===== src/rtl/hcsr04_emulator.sv =====
// HC-SR04 responder: qualifies a trigger pulse, waits the burst delay,
// then drives an echo pulse whose width encodes the programmed distance.
module hcsr04_emulator #(
    parameter int unsigned CLK_PER_US     = 100,
    parameter int unsigned TRIG_MIN_US    = 10,
    parameter int unsigned BURST_DELAY_US = 250,
    parameter int unsigned CM_US          = 58,
    parameter int unsigned MIN_CM         = 2,
    parameter int unsigned MAX_CM         = 400,
    parameter int unsigned TIMEOUT_US     = 38000,
    parameter int unsigned HOLDOFF_US     = 10000
) (
    input  logic        clk,
    input  logic        reset,
    input  logic        trigger,
    input  logic [15:0] distance_cm,
    input  logic        obj_present,
    output logic        echo,
    output logic        busy,
    output logic        meas_done,
    output logic        trig_err
);

    localparam logic [2:0] S_IDLE  = 3'd0;
    localparam logic [2:0] S_TRIG  = 3'd1;
    localparam logic [2:0] S_BURST = 3'd2;
    localparam logic [2:0] S_ECHO  = 3'd3;
    localparam logic [2:0] S_HOLD  = 3'd4;

    localparam logic [31:0] PRE_MAX   = 32'(CLK_PER_US - 1);
    localparam logic [31:0] TRIG_MIN  = 32'(TRIG_MIN_US);
    localparam logic [31:0] BURST_US  = 32'(BURST_DELAY_US);
    localparam logic [31:0] HOLD_US   = 32'(HOLDOFF_US);
    localparam logic [31:0] TMO_US    = 32'(TIMEOUT_US);
    localparam logic [31:0] CM_MUL    = 32'(CM_US);
    localparam logic [15:0] MIN_D     = 16'(MIN_CM);
    localparam logic [15:0] MAX_D     = 16'(MAX_CM);

    // Phases entered from an edge-detect cycle count that cycle as elapsed.
    localparam logic [31:0] PRE_ONE = (CLK_PER_US == 1) ? 32'd0 : 32'd1;
    localparam logic [31:0] US_ONE  = (CLK_PER_US == 1) ? 32'd1 : 32'd0;

    logic        trig_s1;
    logic        trig_s2;
    logic        trig_d;
    logic        trig_rise;
    logic        trig_fall;
    logic [2:0]  state;
    logic [31:0] pre;
    logic [31:0] us_cnt;
    logic [31:0] width_us;
    logic [31:0] width_calc;
    logic [31:0] target;
    logic [15:0] dist_cl;
    logic        pre_wrap;
    logic        phase_done;

    assign trig_rise  = trig_s2 & ~trig_d;
    assign trig_fall  = ~trig_s2 & trig_d;
    assign pre_wrap   = (pre == PRE_MAX);
    assign phase_done = pre_wrap && (us_cnt == target - 32'd1);

    always_comb begin
        target = 32'd1;
        unique case (state)
            S_BURST: target = BURST_US;
            S_ECHO:  target = width_us;
            S_HOLD:  target = HOLD_US;
            default: target = 32'd1;
        endcase
    end

    always_comb begin
        dist_cl = (distance_cm < MIN_D) ? MIN_D : distance_cm;
        if (!obj_present || (distance_cm > MAX_D)) begin
            width_calc = TMO_US;
        end else begin
            width_calc = {16'd0, dist_cl} * CM_MUL;
        end
    end

    always_ff @(posedge clk or negedge reset) begin
        if (!reset) begin
            trig_s1   <= 1'b0;
            trig_s2   <= 1'b0;
            trig_d    <= 1'b0;
            state     <= S_IDLE;
            pre       <= 32'd0;
            us_cnt    <= 32'd0;
            width_us  <= 32'd0;
            echo      <= 1'b0;
            busy      <= 1'b0;
            meas_done <= 1'b0;
            trig_err  <= 1'b0;
        end else begin
            trig_s1   <= trigger;
            trig_s2   <= trig_s1;
            trig_d    <= trig_s2;
            meas_done <= 1'b0;
            trig_err  <= 1'b0;

            if (pre_wrap) begin
                pre    <= 32'd0;
                us_cnt <= us_cnt + 32'd1;
            end else begin
                pre    <= pre + 32'd1;
            end

            unique case (state)
                S_IDLE: begin
                    pre    <= 32'd0;
                    us_cnt <= 32'd0;
                    if (trig_rise) begin
                        state  <= S_TRIG;
                        pre    <= PRE_ONE;
                        us_cnt <= US_ONE;
                    end
                end
                S_TRIG: begin
                    if (us_cnt >= TRIG_MIN) begin
                        us_cnt <= us_cnt;
                    end
                    if (trig_fall) begin
                        if (us_cnt >= TRIG_MIN) begin
                            width_us <= width_calc;
                            busy     <= 1'b1;
                            state    <= S_BURST;
                            pre      <= PRE_ONE;
                            us_cnt   <= US_ONE;
                        end else begin
                            trig_err <= 1'b1;
                            state    <= S_IDLE;
                            pre      <= 32'd0;
                            us_cnt   <= 32'd0;
                        end
                    end
                end
                S_BURST: begin
                    if (phase_done) begin
                        echo   <= 1'b1;
                        state  <= S_ECHO;
                        pre    <= 32'd0;
                        us_cnt <= 32'd0;
                    end
                end
                S_ECHO: begin
                    if (phase_done) begin
                        echo      <= 1'b0;
                        meas_done <= 1'b1;
                        state     <= S_HOLD;
                        pre       <= 32'd0;
                        us_cnt    <= 32'd0;
                    end
                end
                S_HOLD: begin
                    if (phase_done) begin
                        busy   <= 1'b0;
                        state  <= S_IDLE;
                        pre    <= 32'd0;
                        us_cnt <= 32'd0;
                    end
                end
                default: begin
                    state  <= S_IDLE;
                    echo   <= 1'b0;
                    busy   <= 1'b0;
                    pre    <= 32'd0;
                    us_cnt <= 32'd0;
                end
            endcase
        end
    end

endmodule


===== config.mk =====
export PLATFORM = sky130hd
export DESIGN_NAME = hcsr04_emulator
export DESIGN_NICKNAME = d
export VERILOG_FILES = /design/src/rtl/hcsr04_emulator.sv
export SDC_FILE = /design/constraint.sdc
export NUM_CORES = 1
export LEC_CHECK = 0
export BUFFER_PORTS_ARGS = -buffer_cell sky130_fd_sc_hd__buf_2
export CORE_MARGIN = 4
export CORE_UTILIZATION = 45
export CTS_BUF_LIST = sky130_fd_sc_hd__clkbuf_4 sky130_fd_sc_hd__clkbuf_8
export DETAILED_ROUTE_END_ITERATION = 16
export PLACE_DENSITY_LB_ADDON = 0.3
export SLEW_MARGIN = 20
export SYNTH_ARGS = -nofsm -noshare
export SYNTH_HDL_FRONTEND = slang
export SYNTH_SLANG_ARGS = --single-unit

===== constraint.sdc =====
create_clock -name clk -period 3.81 [get_ports clk]
set_input_delay 0.762 -clock clk [delete_from_list [all_inputs] [get_ports clk]]
set_output_delay 0.762 -clock clk [all_outputs]
set_load 0.05 [all_outputs]

==> results of run 1 <==
-- worst paths after layout --
path / start / to / slack [ns] / cells past startpoint
max: distance_cm[14] / width_us[16]$_DFFE_PN0P_ / -0.49 / 22
min: trig_s1$_DFF_PN0_ / trig_s2$_DFF_PN0_ / 0.36 / 0
max reg2reg: state[2]$_DFFE_PN0P_ / us_cnt[20]$_DFFE_PN0P_ / 0.39 / 12
min reg2reg: trig_s1$_DFF_PN0_ / trig_s2$_DFF_PN0_ / 0.36 / 0
max in group asynchronous: reset / width_us[16]$_DFFE_PN0P_ / 2.59 / 2
min in group asynchronous: reset / us_cnt[9]$_DFFE_PN0P_ / 0.51 / 1
-- metrics by stage --
stage / util, % / setup slack, ns / total power [mW] / hold WS [ns] / TNS, ns
after global placement: 51.75 / -0.9777 / 2.154 / 0.3339 / -9.334
after global routing: 54.28 / -0.7163 / 3.208 / 0.3742 / -5.100
final: 54.28 / -0.4868 / 2.985 / 0.3555 / -3.062
after detailed placement: 51.75 / -1.065 / 2.175 / 0.3356 / -10.42
after floorplan: - / -0.6583 / 1.791 / 0.3312 / -4.042
after CTS: 53.97 / -0.4760 / 2.965 / 0.3595 / -3.218
-- cell families (layout without fill, tap and decap cells) --
family | Yosys count | after routing
buf+inv | 139 | 222
fa+ha+maj | 68 | 68
flops | 95 | 95
mux | 5 | 5
compound gates | 187 | 187
xor+xnor | 85 | 85
simple gates | 416 | 416
-- placed cells by master, fill, tap and decap left out, drive strengths merged, types with 12 or more instances in the layout --
master	instances
fa	17
xnor2	46
nor3	25
buf	124
inv	87
nor4	32
a21o	15
a21oi	31
nand2	109
ha	50
and3	21
xor2	39
nor2	86
o21ai	56
dfrtp	95
nand3	43
nand4	25
or3	12
-- area by class of cell --
type | count | area, um2
inverter | 82 | 322.8
timing repair buffer | 124 | 895.9
clock buffer | 10 | 137.6
sequential | 95 | 2377
fill | 1631 | 7963
tap | 225 | 281.5
clock inverter | 6 | 56.30
multi-input combinational | 761 | 5383
-- sequential cells by signal, summed over array words and instances (netlist names), 3 cells and up --
name,count
pre,32
us_cnt,32
state,3
width_us,21
-- metal layers --
metal	vias to the layer above	wire length, um	share of wire (%)
met1	3387	9423	48
met5	-	0	0
met4	0	323	1.6
met2	146	9161	47
met3	19	753	3.8
li1	3656	-	-
-- power groups by stage --
stage,Clock [mW],Sequential (mW),Combinational [mW]
3_5_place_dp,0,1.05,1.13
5_1_grt,0.728,1.03,1.45
6_report,0.664,1.03,1.29
2_1_floorplan,0,1.04,0.747
4_1_cts,0.682,1.03,1.26
3_3_place_gp,0,1.04,1.11
-- timing repair --
item,4_1_cts,5_1_grt
resized for setup,29,15
pin swaps,18,15
hold endpoints to repair,0,0
setup buffers,9,5
endpoints found under the setup margin,13,13
==> flow_metrics.env, run 1 <==
export IMPL_critPathSlowestCell="fa_1"
export IMPL_synth_nets=1082
export IMPL_nNetsFinal=1160
export IMPL_ys_ff_latch=95
export IMPL_routed_via_density=5.532
export IMPL_die_w_um=142.0
export IMPL_drive_gt1_share_pct=17.90
export IMPL_synth_area_leaders="dfrtp_1 29%, ha_1 7.7%, nand2_1 5.1%"
export IMPL_critPathMaxStageDelay_ns=0.49
export IMPL_rsz0062_at_grt="yes"
export IMPL_crit_family="adder cells"
export IMPL_ys_seq_area_share_pct=29.44
export IMPL_synth_xor_area_share_pct=9.219
export IMPL_grt_first_pass_wirelength_um=33990
export IMPL_grt_max_degree=75
export IMPL_cp_max_fo=3
export IMPL_endpoint_kind="flip-flop"
export IMPL_first_global_vias=6887
export IMPL_seq_power_share_pct=34.4
export IMPL_syn_inst=995
export IMPL_drtPass1Iterations=5
export IMPL_initial_core_util_pct=46.36
export IMPL_cts_tree="yes"
export IMPL_antenna_found_initial=0
export IMPL_grt_total_usage_pct=20.19
export IMPL_yosys_area_share_simple_pct=26.88
export IMPL_synth_area_um2=8075
export IMPL_drtAntennaViolNets=0
export IMPL_cts_sinks=95
export IMPL_crit_top_cell="ha_4"
export IMPL_p_leak_nw=4.352
export IMPL_htree_levels=3
export IMPL_finalNonFillerCells=1303
export IMPL_timing_worst_setup_path_type="primary input to flip-flop"
export IMPL_clk_pin_slew_worst_paths_ns=0.10
export IMPL_detail_route_iter0_violations=457
export IMPL_synth_async_reset_ratio_pct=100.0
export IMPL_clockPowerShare_pct=22.3
export IMPL_hp_class="flip-flop to flip-flop"
export IMPL_layout_setup_ws_ns=-0.4868
export IMPL_switchingPower_mw=1.036
export IMPL_timing_fmax_ghz=0.2327
export IMPL_numCtsBuffers=9
export IMPL_io_buffers=23
export IMPL_cap_violations=0
export IMPL_core_area_um2=17420
export IMPL_synth_edf_count=0
export IMPL_violations="setup timing"
export IMPL_peakVddDrop_uv=209.9
export IMPL_synth_distinct_cells=75
export IMPL_setup_viol=9
export IMPL_grt_use_met2_pct=32.95
export IMPL_hpwl_um=15290
export IMPL_start_kind="primary input"
export IMPL_status="complete, but fails checks"
export IMPL_cp_arrival_ns=4.57
export IMPL_path_cells="buf_8 -> inv_6 -> ha_4 -> nor4b_4 -> and4_4 -> nor2_4 -> fa_1 -> inv_2 -> ha_4 -> ha_4 -> xor2_1 -> ha_1 -> nor2b_4 -> o21ai_2 -> a21boi_2 -> nor4_4 -> o311ai_4 -> a21o_1 -> a21oi_2 -> buf_4 -> xor2_1 -> o21ai_1"
export IMPL_syn_avg_cell_area_um2=8.116
export IMPL_cts_hold_buf=0
export IMPL_finalClockSkew_ns=0.01374
export IMPL_synth_top_family_by_area="simple AND/OR/NAND/NOR gates"
export IMPL_grt_busiest_layer="met2"
export IMPL_min_period_over_period_pct=112.8
export IMPL_synth_ff_type="dfrtp_1"
export IMPL_min_period_ns=4.297
export IMPL_synth_top_area_cell="dfrtp_1"
export IMPL_internal_power_mw=1.948
export IMPL_placed_area_um2=9012
export IMPL_power_density_nw_per_um2=315.7
export IMPL_rows=48
export IMPL_required_ns=4.08
export IMPL_synth_compound_area_share_pct=15.09
export IMPL_cts_root_buffer="clkbuf_8"
export IMPL_wl_per_cell_um=15.09
export IMPL_worstMarginPinSlew_ns=1.038
export IMPL_drv_slew=0
export IMPL_yosysTopAreaCellShare_pct=29.44
export IMPL_grtUsageMet3_pct=2.688
export IMPL_area_delta_synth_final_pct=17.07
export IMPL_grt_ovfl_total=0
export IMPL_hold_viol_final=0
export IMPL_io_pins=24
export IMPL_synthAdderAreaFrac_pct=12.09
export IMPL_combPwrFrac_pct=43.4
export IMPL_maxSlewHeadroom_pct=30.63
export IMPL_synth_most_common_cell="nand2_1"
export IMPL_grt_use_met1_pct=28.62
export IMPL_drc=0
export IMPL_p_sw_share_pct=34.72
export IMPL_dr_total_vias=7208
export IMPL_worst_skew_pair_late_latency_ns=0.39
export IMPL_synth_commonest_cells="109 x nand2_1, 95 x dfrtp_1, 86 x nor2_1, 82 x inv_1"
export IMPL_cts_buffer_depth=2
export IMPL_synth_area_mux_share_pct=0.6508
export IMPL_place_inst=1278
export IMPL_gp_congestion=0.9066
export IMPL_diodes=0
export IMPL_die_area_um2=20150
export IMPL_die_height_um=142.0
export IMPL_yosysWarnings=0
export IMPL_path_buf_inv=4
export IMPL_fin_area_um2=9454
export IMPL_routed_wl_um=19660
(Power assumes the default switching activity.)
==> run 2: changes to the inputs <==
- BUFFER_PORTS_ARGS: -buffer_cell sky130_fd_sc_hd__buf_2 -> unset
- DONT_BUFFER_PORTS: unset -> 1
==> run 2 against run 1 <==
Against the previous run: the run still ends with setup timing left; highest routed layer unchanged; design area shrank 3.0%; core utilization shrank 1.7 points; power shrank 1.7%; critical endpoint is now width_us[21]$_DFFE_PN0P_; via count shrank 1.8%; die area is the same.
==> flow_metrics.env, run 2 (same netlist as run 1, synthesis figures left out) <==
export IMPL_timing_fmax_ghz=0.2401
export IMPL_drc=0
export IMPL_rows=48
export IMPL_critPathMaxStageDelay_ns=0.51
export IMPL_nNetsFinal=1111
export IMPL_cts_tree="yes"
export IMPL_p_leak_nw=4.143
export IMPL_hpwl_um=14830
export IMPL_crit_top_cell="ha_4"
export IMPL_layout_setup_ws_ns=-0.3541
export IMPL_diodes=0
export IMPL_rsz0062_at_grt="yes"
export IMPL_min_period_over_period_pct=109.3
export IMPL_wl_per_cell_um=15.76
export IMPL_drive_gt1_share_pct=13.99
export IMPL_grt_max_degree=96
export IMPL_htree_levels=3
export IMPL_detail_route_iter0_violations=517
export IMPL_violations="setup timing"
export IMPL_worstSetupStartpoint="distance_cm[14]"
export IMPL_clk_pin_slew_worst_paths_ns=0.12
export IMPL_fillers=1624
export IMPL_io_buffers=0
export IMPL_critPathSlowestCell="fa_1"
export IMPL_setup_viol=10
export IMPL_first_global_vias=6962
export IMPL_io_pins=24
export IMPL_die_w_um=142.0
export IMPL_timing_worst_setup_path_type="primary input to flip-flop"
export IMPL_regToRegStartpoint="width_us[11]$_DFFE_PN0P_"
export IMPL_drtAntennaViolNets=0
export IMPL_cts_root_buffer="clkbuf_8"
export IMPL_numCtsBuffers=9
export IMPL_gp_congestion=0.9817
export IMPL_dr_total_vias=7077
export IMPL_core_area_um2=17420
export IMPL_peakVddDrop_uv=159.8
export IMPL_mostFrequentLayoutCell="nand2_1"
export IMPL_hp_class="primary input to async pin"
export IMPL_die_height_um=142.0
export IMPL_dp_slack_ns=-0.9049
export IMPL_finalClockSkew_ns=0.02335
export IMPL_die_area_um2=20150
export IMPL_path_cells="clkinv_16 -> ha_4 -> nor4b_4 -> and4_4 -> nor2_4 -> fa_1 -> inv_2 -> ha_4 -> ha_4 -> xor2_2 -> ha_1 -> buf_4 -> o21ai_2 -> o21a_1 -> o311ai_2 -> a21o_1 -> a21o_1 -> nand2_1 -> o21ai_2 -> a31oi_1 -> xnor2_1 -> o31ai_1"
export IMPL_hold_viol_final=0
export IMPL_worst_skew_pair_late_latency_ns=0.40
export IMPL_cp_max_fo=4
export IMPL_worstMarginPinSlew_ns=0.9574
export IMPL_status="complete, but fails checks"
export IMPL_drv_slew=0
export IMPL_cts_buffer_depth=2
export IMPL_cts_sinks=95
export IMPL_antenna_found_initial=0
export IMPL_required_ns=4.10
export IMPL_initial_core_util_pct=46.36
export IMPL_drtPass1Iterations=5
export IMPL_reg_top3="pre: 32 flops, us_cnt: 32 flops, width_us: 21 flops"
export IMPL_cp_arrival_ns=4.45
export IMPL_routed_via_density=5.644
export IMPL_final_cell_mix="109 x nand2_1, 95 x dfrtp_1, 84 x nor2_1"
export IMPL_grt_first_pass_wirelength_um=34010
export IMPL_grt_total_usage_pct=20.38
export IMPL_endpoint_kind="flip-flop"
export IMPL_design_power_total_mw=2.935
export IMPL_area_delta_synth_final_pct=13.51
export IMPL_rrSetupSlack_ns=0.37
export IMPL_grt_ovfl_total=0
export IMPL_start_kind="primary input"
export IMPL_power_density_nw_per_um2=320.2
export IMPL_min_period_ns=4.164
export IMPL_cap_violations=0
export IMPL_routed_wl_um=19760
export IMPL_maxSlewHeadroom_pct=36.11
run 2: cell types whose count changed in the layout (fill, tap and decap cells not counted), sizes merged:
cell	previous run	this run
buf	124	75
clkinv	0	6
inv	87	83
clkbuf	10	9
clkinvlp	1	0
run 2: timing repair:
| item | in CTS | in global routing |
|---|---|---|
| pin swaps | 15 | 20 |
| setup buffers | 7 | 3 |
| hold buffers | 0 | 0 |
| gates cloned | 0 | 0 |
| gates resized for setup | 24 | 17 |
| setup endpoints to repair | 9 | 12 |
run 2: worst max-delay path, delay by kind of cell:
family | cells | cell delay, ns
fa+ha+maj | 5 | 1.39
simple gates | 4 | 0.59
buf+inv | 3 | 0.19
xor+xnor | 2 | 0.28
compound gates | 8 | 1.22
run 2: layout make-up:
cell class                      count  area, um2  area share, %
Clock buffer                        9      123.9          1.351
Tap cell                          225      281.5          3.071
Sequential cell                    95       2377          25.94
Clock inverter                      7      86.33         0.9419
Timing Repair Buffer               75      566.8          6.183
Multi-Input combinational cell    761       5381          58.71
Inverter                           82      349.1          3.808
run 2: routing by layer:
layer,wire [um],share of wire [%],vias up,GRT usage [%]
met4,457,2.3,0,6.818
met3,812,4.1,34,2.789
met5,0,0,-,0
met2,9129,46,167,32.38
li1,-,-,3552,-
met1,9360,47,3324,28.80
run 2: where the power goes:
part,internal [mW],leakage (nW),switching [mW]
Clock,0.263,0.104,0.423
Combinational,0.633,2.82,0.589
Sequential,1.02,1.22,0.0117
Total,1.91,4.14,1.02
run 2: per-stage QoR:
step           std cells  utilization (%)  hold WS, ns  setup TNS [ns]  cell area (um2)
3_3_place_gp        1229            49.95       0.3380          -7.510             8700
4_1_cts             1252            52.10      0.02489          -1.712             9074
3_5_place_dp        1229            49.95       0.3410          -8.077             8700
6_report            1254            52.63      0.05215          -2.204             9166
5_1_grt             1254            52.63      0.01652          -4.357             9166
2_1_floorplan        995                -       0.3312          -4.042             8190
run 2: final timing paths:
check                                      endpoint  depth (start not counted)
min in group clk                  trig_s2$_DFF_PN0_                          0
max                        width_us[21]$_DFFE_PN0P_                         22
max reg2reg                    state[1]$_DFFE_PN0P_                         10
min reg2reg                       trig_s2$_DFF_PN0_                          0
min                          us_cnt[25]$_DFFE_PN0P_                          0
max in group asynchronous  width_us[14]$_DFFE_PN0P_                          0
